===== src/rtl/regdump_pkg.sv =====
// ============================================================================
//  Module      : regdump_pkg
//  Description : Shared definitions for the register-file dump engine:
//                FSM state encoding, stream header magic, register count
//                and the number of registers streamed per dump.
//  Config      : REGDUMP_SKIP_XZR_EN - when defined, X31 (XZR) is left out
//                of the dump (31 registers streamed instead of 32).
//  Revision    : 1.0 - initial release
// ============================================================================
`default_nettype none

package regdump_pkg;

    // Architectural register file geometry
    localparam int NREGS = 32;
    localparam int RA_W  = $clog2(NREGS);

    // Number of registers carried by one dump
`ifdef REGDUMP_SKIP_XZR_EN
    localparam int COUNT = NREGS - 1;
`else
    localparam int COUNT = NREGS;
`endif

    // Index counter is one bit wider than the read address so that it can
    // reach COUNT without wrapping.
    localparam int IDX_W = RA_W + 1;

    // "REGD" in ASCII, placed in bits [63:32] of the header word
    localparam logic [31:0] REGDUMP_MAGIC = 32'h5245_4744;
    localparam logic [7:0]  COUNT_BYTE    = 8'(COUNT);

    typedef enum logic [1:0] {
        IDLE = 2'd0,
        SEND = 2'd1,
        DONE = 2'd2
    } state_e;

endpackage

`default_nettype wire


===== src/rtl/regfile_dump.sv =====
// ============================================================================
//  Module      : regfile_dump
//  Description : Debug read-out engine. On start, streams a header word and
//                then every architectural register (read through a
//                dedicated regfile read port) over a valid/ready interface.
//  Config      : REGDUMP_SKIP_XZR_EN (see regdump_pkg) drops X31 from the
//                stream and lowers the header count byte to 31.
//  Ports       : clk, reset      - clock, synchronous active-high reset
//                start           - dump request, honoured only when idle
//                busy, done      - streaming in progress / end-of-dump pulse
//                ra, rd          - regfile read address / asynchronous data
//                out_valid/ready - stream handshake
//                out_data        - registered stream word
//                out_last        - final word marker (qualified by out_valid)
//  Revision    : 1.0 - initial release
// ============================================================================
`default_nettype none

module regfile_dump
    import regdump_pkg::*;
#(
    parameter int N = 64
) (
    input  logic            clk,
    input  logic            reset,
    input  logic            start,
    output logic            busy,
    output logic            done,
    output logic [RA_W-1:0] ra,
    input  logic [N-1:0]    rd,
    output logic            out_valid,
    input  logic            out_ready,
    output logic [N-1:0]    out_data,
    output logic            out_last
);

    localparam logic [IDX_W-1:0] C_COUNT_IDX = IDX_W'(COUNT);
    localparam logic [RA_W-1:0]  C_LAST_RA   = RA_W'(COUNT - 1);
    localparam logic [IDX_W-1:0] C_IDX_ONE   = IDX_W'(1);

    state_e           state_q,     state_d;
    logic [IDX_W-1:0] idx_q,       idx_d;
    logic             out_valid_q, out_valid_d;
    logic [N-1:0]     out_data_q,  out_data_d;
    logic [N-1:0]     w_header;
    logic             w_handshake;

    // Header word: magic in [63:32], register count in [7:0], rest zero
    always_comb begin
        w_header        = '0;
        w_header[63:32] = REGDUMP_MAGIC;
        w_header[7:0]   = COUNT_BYTE;
    end

    // idx_q names the register to be sampled on the next handshake. While
    // the final register is held in out_data, idx_q equals COUNT; the read
    // address is pinned to the last streamed register then, so an index
    // beyond the dump range (X31 when it is skipped) is never presented.
    assign ra = (idx_q >= C_COUNT_IDX) ? C_LAST_RA : idx_q[RA_W-1:0];

    assign w_handshake = out_valid_q & out_ready;

    always_comb begin
        state_d     = state_q;
        idx_d       = idx_q;
        out_valid_d = out_valid_q;
        out_data_d  = out_data_q;
        case (state_q)
            IDLE: begin
                if (start) begin
                    out_data_d  = w_header;
                    out_valid_d = 1'b1;
                    idx_d       = '0;
                    state_d     = SEND;
                end
            end
            SEND: begin
                if (w_handshake) begin
                    if (idx_q == C_COUNT_IDX) begin
                        out_valid_d = 1'b0;
                        state_d     = DONE;
                    end else begin
                        // Zero-bubble: the next word is captured in the same
                        // cycle the current one is accepted.
                        out_data_d = rd;
                        idx_d      = idx_q + C_IDX_ONE;
                    end
                end
            end
            DONE: begin
                state_d = IDLE;
            end
            default: begin
                state_d = IDLE;
            end
        endcase
    end

    always_ff @(posedge clk) begin
        if (reset) begin
            state_q     <= IDLE;
            idx_q       <= '0;
            out_valid_q <= 1'b0;
            out_data_q  <= '0;
        end else begin
            state_q     <= state_d;
            idx_q       <= idx_d;
            out_valid_q <= out_valid_d;
            out_data_q  <= out_data_d;
        end
    end

    assign out_valid = out_valid_q;
    assign out_data  = out_data_q;
    assign out_last  = out_valid_q & (idx_q == C_COUNT_IDX);
    assign busy      = (state_q == SEND);
    assign done      = (state_q == DONE);

endmodule

`default_nettype wire


===== config.mk =====
export PLATFORM = sky130hd
export DESIGN_NAME = regfile_dump
export DESIGN_NICKNAME = d
export VERILOG_FILES = /design/src/rtl/regdump_pkg.sv /design/src/rtl/regfile_dump.sv
export SDC_FILE = /design/constraint.sdc
export NUM_CORES = 1
export LEC_CHECK = 0
export BUFFER_PORTS_ARGS = -buffer_cell sky130_fd_sc_hd__buf_2
export CAP_MARGIN = 20
export CORE_MARGIN = 2
export CORE_UTILIZATION = 40
export CTS_CLUSTER_SIZE = 25
export DETAILED_ROUTE_END_ITERATION = 6
export HOLD_SLACK_MARGIN = 0.1
export PLACE_DENSITY_LB_ADDON = 0.1
export SLEW_MARGIN = 20
export SYNTH_ARGS = -nofsm -noshare
export SYNTH_HDL_FRONTEND = slang
export SYNTH_SLANG_ARGS = --single-unit

===== constraint.sdc =====
create_clock -name clk -period 1.64 [get_ports clk]
set_input_delay 0.41 -clock clk [delete_from_list [all_inputs] [get_ports clk]]
set_output_delay 0.41 -clock clk [all_outputs]
set_load 0.05 [all_outputs]

==> impl_metrics.json <==
{
  "fin_cells": 479,
  "startpoint_type": "flip-flop",
  "setup_ws_ps": -276,
  "clk_latency_ps": 340,
  "cap_violations": 0,
  "r2r-end": "out_data[40]$_SDFFE_PP0P_",
  "worst_pin_slew_ps": 395,
  "regArea_um2": 1480,
  "wl_per_cell_um": 18.1,
  "hp-start": "rd[4]",
  "drt_iter0_markers": 89,
  "synth_edf_count": 0,
  "synth.most_common_cell": "dfxtp_1",
  "synthTopCellsByCount": "73 x dfxtp_1, 52 x a22o_1, 13 x o221a_2",
  "synth.distinct_cells": 32,
  "worstPathArrival_ps": 1510,
  "area_delta_synth_final_pct": 70.0,
  "met3_usage_pct": 4.57,
  "crit_type": "flip-flop to output port",
  "first_pass_iters": 6,
  "holdWs_ps": 277,
  "synth_cells": 213,
  "power_density_nw_per_um2": 951,
  "start_util_pct": 41.2,
  "status": "finished with violations",
  "grt_pass1_wl_um": 12300,
  "io_buffers": 140,
  "worst_r2r_path_depth": 10,
  "worstPathRequired_ps": 1230,
  "num-fill-cells": 459,
  "hpwl_um": 4450,
  "clock-root-buffer": "clkbuf_8",
  "leakage_nw": 2.13,
  "clockBufferDepth": 2,
  "setup_viol": 61,
  "ys_warn_count": 0,
  "final_nets": 467,
  "critPathMaxFanout": 3,
  "die_w_um": 84.9,
  "vias": 2548,
  "io_pins": 141,
  "grt_busiest_layer": "met2",
  "die_y_um": 84.9,
  "fmax_mhz": 522,
  "gr-total-overflow": 0,
  "hold_path_end": "out_data[4]$_SDFFE_PP0P_",
  "max_slew_margin_pct": 73.7,
  "rows": 29,
  "grt_usage_pct": 21.9,
  "vdd_drop_max_v": 0.000734,
  "fin_crit_ps": 1920,
  "synth_top_cell_by_area": "dfxtp_1",
  "ys_seq_elements": 73,
  "grt_start_max_net_pins": 15,
  "ys_seq_area_share_pct": 55.9,
  "drive_above_1_share_pct": 60.9,
  "coreArea_um2": 6350,
  "antenna_left": 0,
  "worstHoldPathType": "input port to flip-flop",
  "synth.cell_area_um2": 2620,
  "cts_num_sinks": 73,
  "antenna_found_initial": 0,
  "drt-total-wl_um": 8650,
  "dp_slack_ps": -175,
  "cts_max_level": 3,
  "grt_pass1_vias": 2368,
  "regToRegSetupSlack_ps": -140,
  "endpoint_kind": "output port",
  "slew_viol_final": 0,
  "cts_buffers": 9,
  "rr_startpoint": "idx_q[0]$_SDFFE_PP0P_",
  "grtUsageMet1_pct": 28.5,
  "synth_top_area_share_pct": 55.9,
  "clock_skew_ps": 7.77,
  "violations": "setup timing",
  "final.period_utilization_pct": 117,
  "clk_pin_slew_ps": 80,
  "post_synth_main_area_contributors": "dfxtp_1 56%, a22o_1 17%, o221a_2 5.6%",
  "avgSynthCellArea_um2": 12.3,
  "diodes": 0,
  "dp_cells": 433,
  "multi_input_area_um2": 1250,
  "ys.flop_type": "dfxtp_1",
  "routabilityCongestion": 0.778,
  "die_area_um2": 7200,
  "drc_errors": 0,
  "hold_depth": 2,
  "globalRouteMet2Util_pct": 36.4,
  "avgViaCountPerCell": 5.32,
  "ys_async_sr_fraction_pct": 0,
  "tritoncts": "done",
  "synth_nets": 283,
  "rsz0062_at_grt": "yes",
  "hold_violations": 0
}
[registers in the layout, indices dropped and copies added, names as in the netlist]
name       flops
state_q        2
out_data      64
idx_q          6
out_valid      1
[final cells by class]
cell class | count | area share (%)
clock inverters | 5 | 2.34
multi-input cells | 125 | 28.2
repair buffers | 183 | 30.7
inverters | 5 | 0.422
clock buffers | 11 | 2.95
flip-flops and latches | 73 | 33.3
well taps | 77 | 2.17
[critical path: stages (launching register included)]
cell and delay [ps]:
dfxtp_2 330, inv_2 70, ha_4 120, nor4b_4 250
and3_4 250, buf_8 140
[where the power goes]
group	internal, mW	total [mW]	leakage, nW	switching (mW)
sequential	1.83	1.87	0.598	0.0394
clock	1.01	1.67	0.118	0.662
combinational	0.286	0.691	1.42	0.405
total	3.12	4.23	2.13	1.11
[cell families after synthesis]
kind of cell,after synthesis,share of synthesized area [%]
adders and majority gates,2,0.956
and+or+nand+nor,32,7.89
buffers and inverters,22,7.08
DFF,73,55.9
AOI/OAI and AO/OA,84,28.2
[metal layers]
metal	wire, um	share of wire (%)
met5	0	0
met4	141	1.6
met3	535	6.2
met2	4410	51
met1	3560	41
[what timing repair did]
| item | CTS | global route |
|---|---|---|
| setup buffers | 12 | 2 |
| cloned | 8 | 9 |
| hold buffers | 0 | 0 |
| gates resized for setup | 70 | 15 |
| setup endpoints to repair | 73 | 77 |
| pin swaps | 39 | 53 |
[how the worst max path moves through the flow]
stage                     startpoint                   endpoint  slack [ps]
6_report       idx_q[0]$_SDFFE_PP0P_                   out_last        -280
5_1_grt        idx_q[1]$_SDFFE_PP0P_                   out_last        -330
4_1_cts        idx_q[1]$_SDFFE_PP0P_                   out_last        -260
3_5_place_dp   idx_q[1]$_SDFFE_PP0P_   out_data[8]$_SDFFE_PP0P_        -180
3_3_place_gp   idx_q[1]$_SDFFE_PP0P_  out_data[29]$_SDFFE_PP0P_        -140
2_1_floorplan  idx_q[0]$_SDFFE_PP0P_  out_data[46]$_SDFFE_PP0P_          10
[per-stage QoR]
stage	utilization [%]	total power, mW	area [um^2]	TNS [ps]
after floorplan	-	2.28	2630	0
after global placement	54.2	2.42	3440	-6440
after detailed placement	54.2	2.42	3440	-8490
after CTS	66.2	4.20	4200	-3230
after global routing	70.0	4.38	4450	-6670
final	70.0	4.23	4450	-2840
[cells in the final DEF, fill, tap and decap left out, types with 5 or more instances in the layout]
master / n
o221a_4: 13
dfxtp_2: 5
and3_4: 9
a22o_1: 52
or2_4: 5
buf_2: 132
buf_16: 5
clkbuf_16: 5
dfxtp_1: 65
a21oi_1: 5
clkbuf_8: 9
buf_4: 18
nand2_1: 7
buf_6: 13
buf_8: 8
Note: power is estimated with default switching activity, not from simulation.
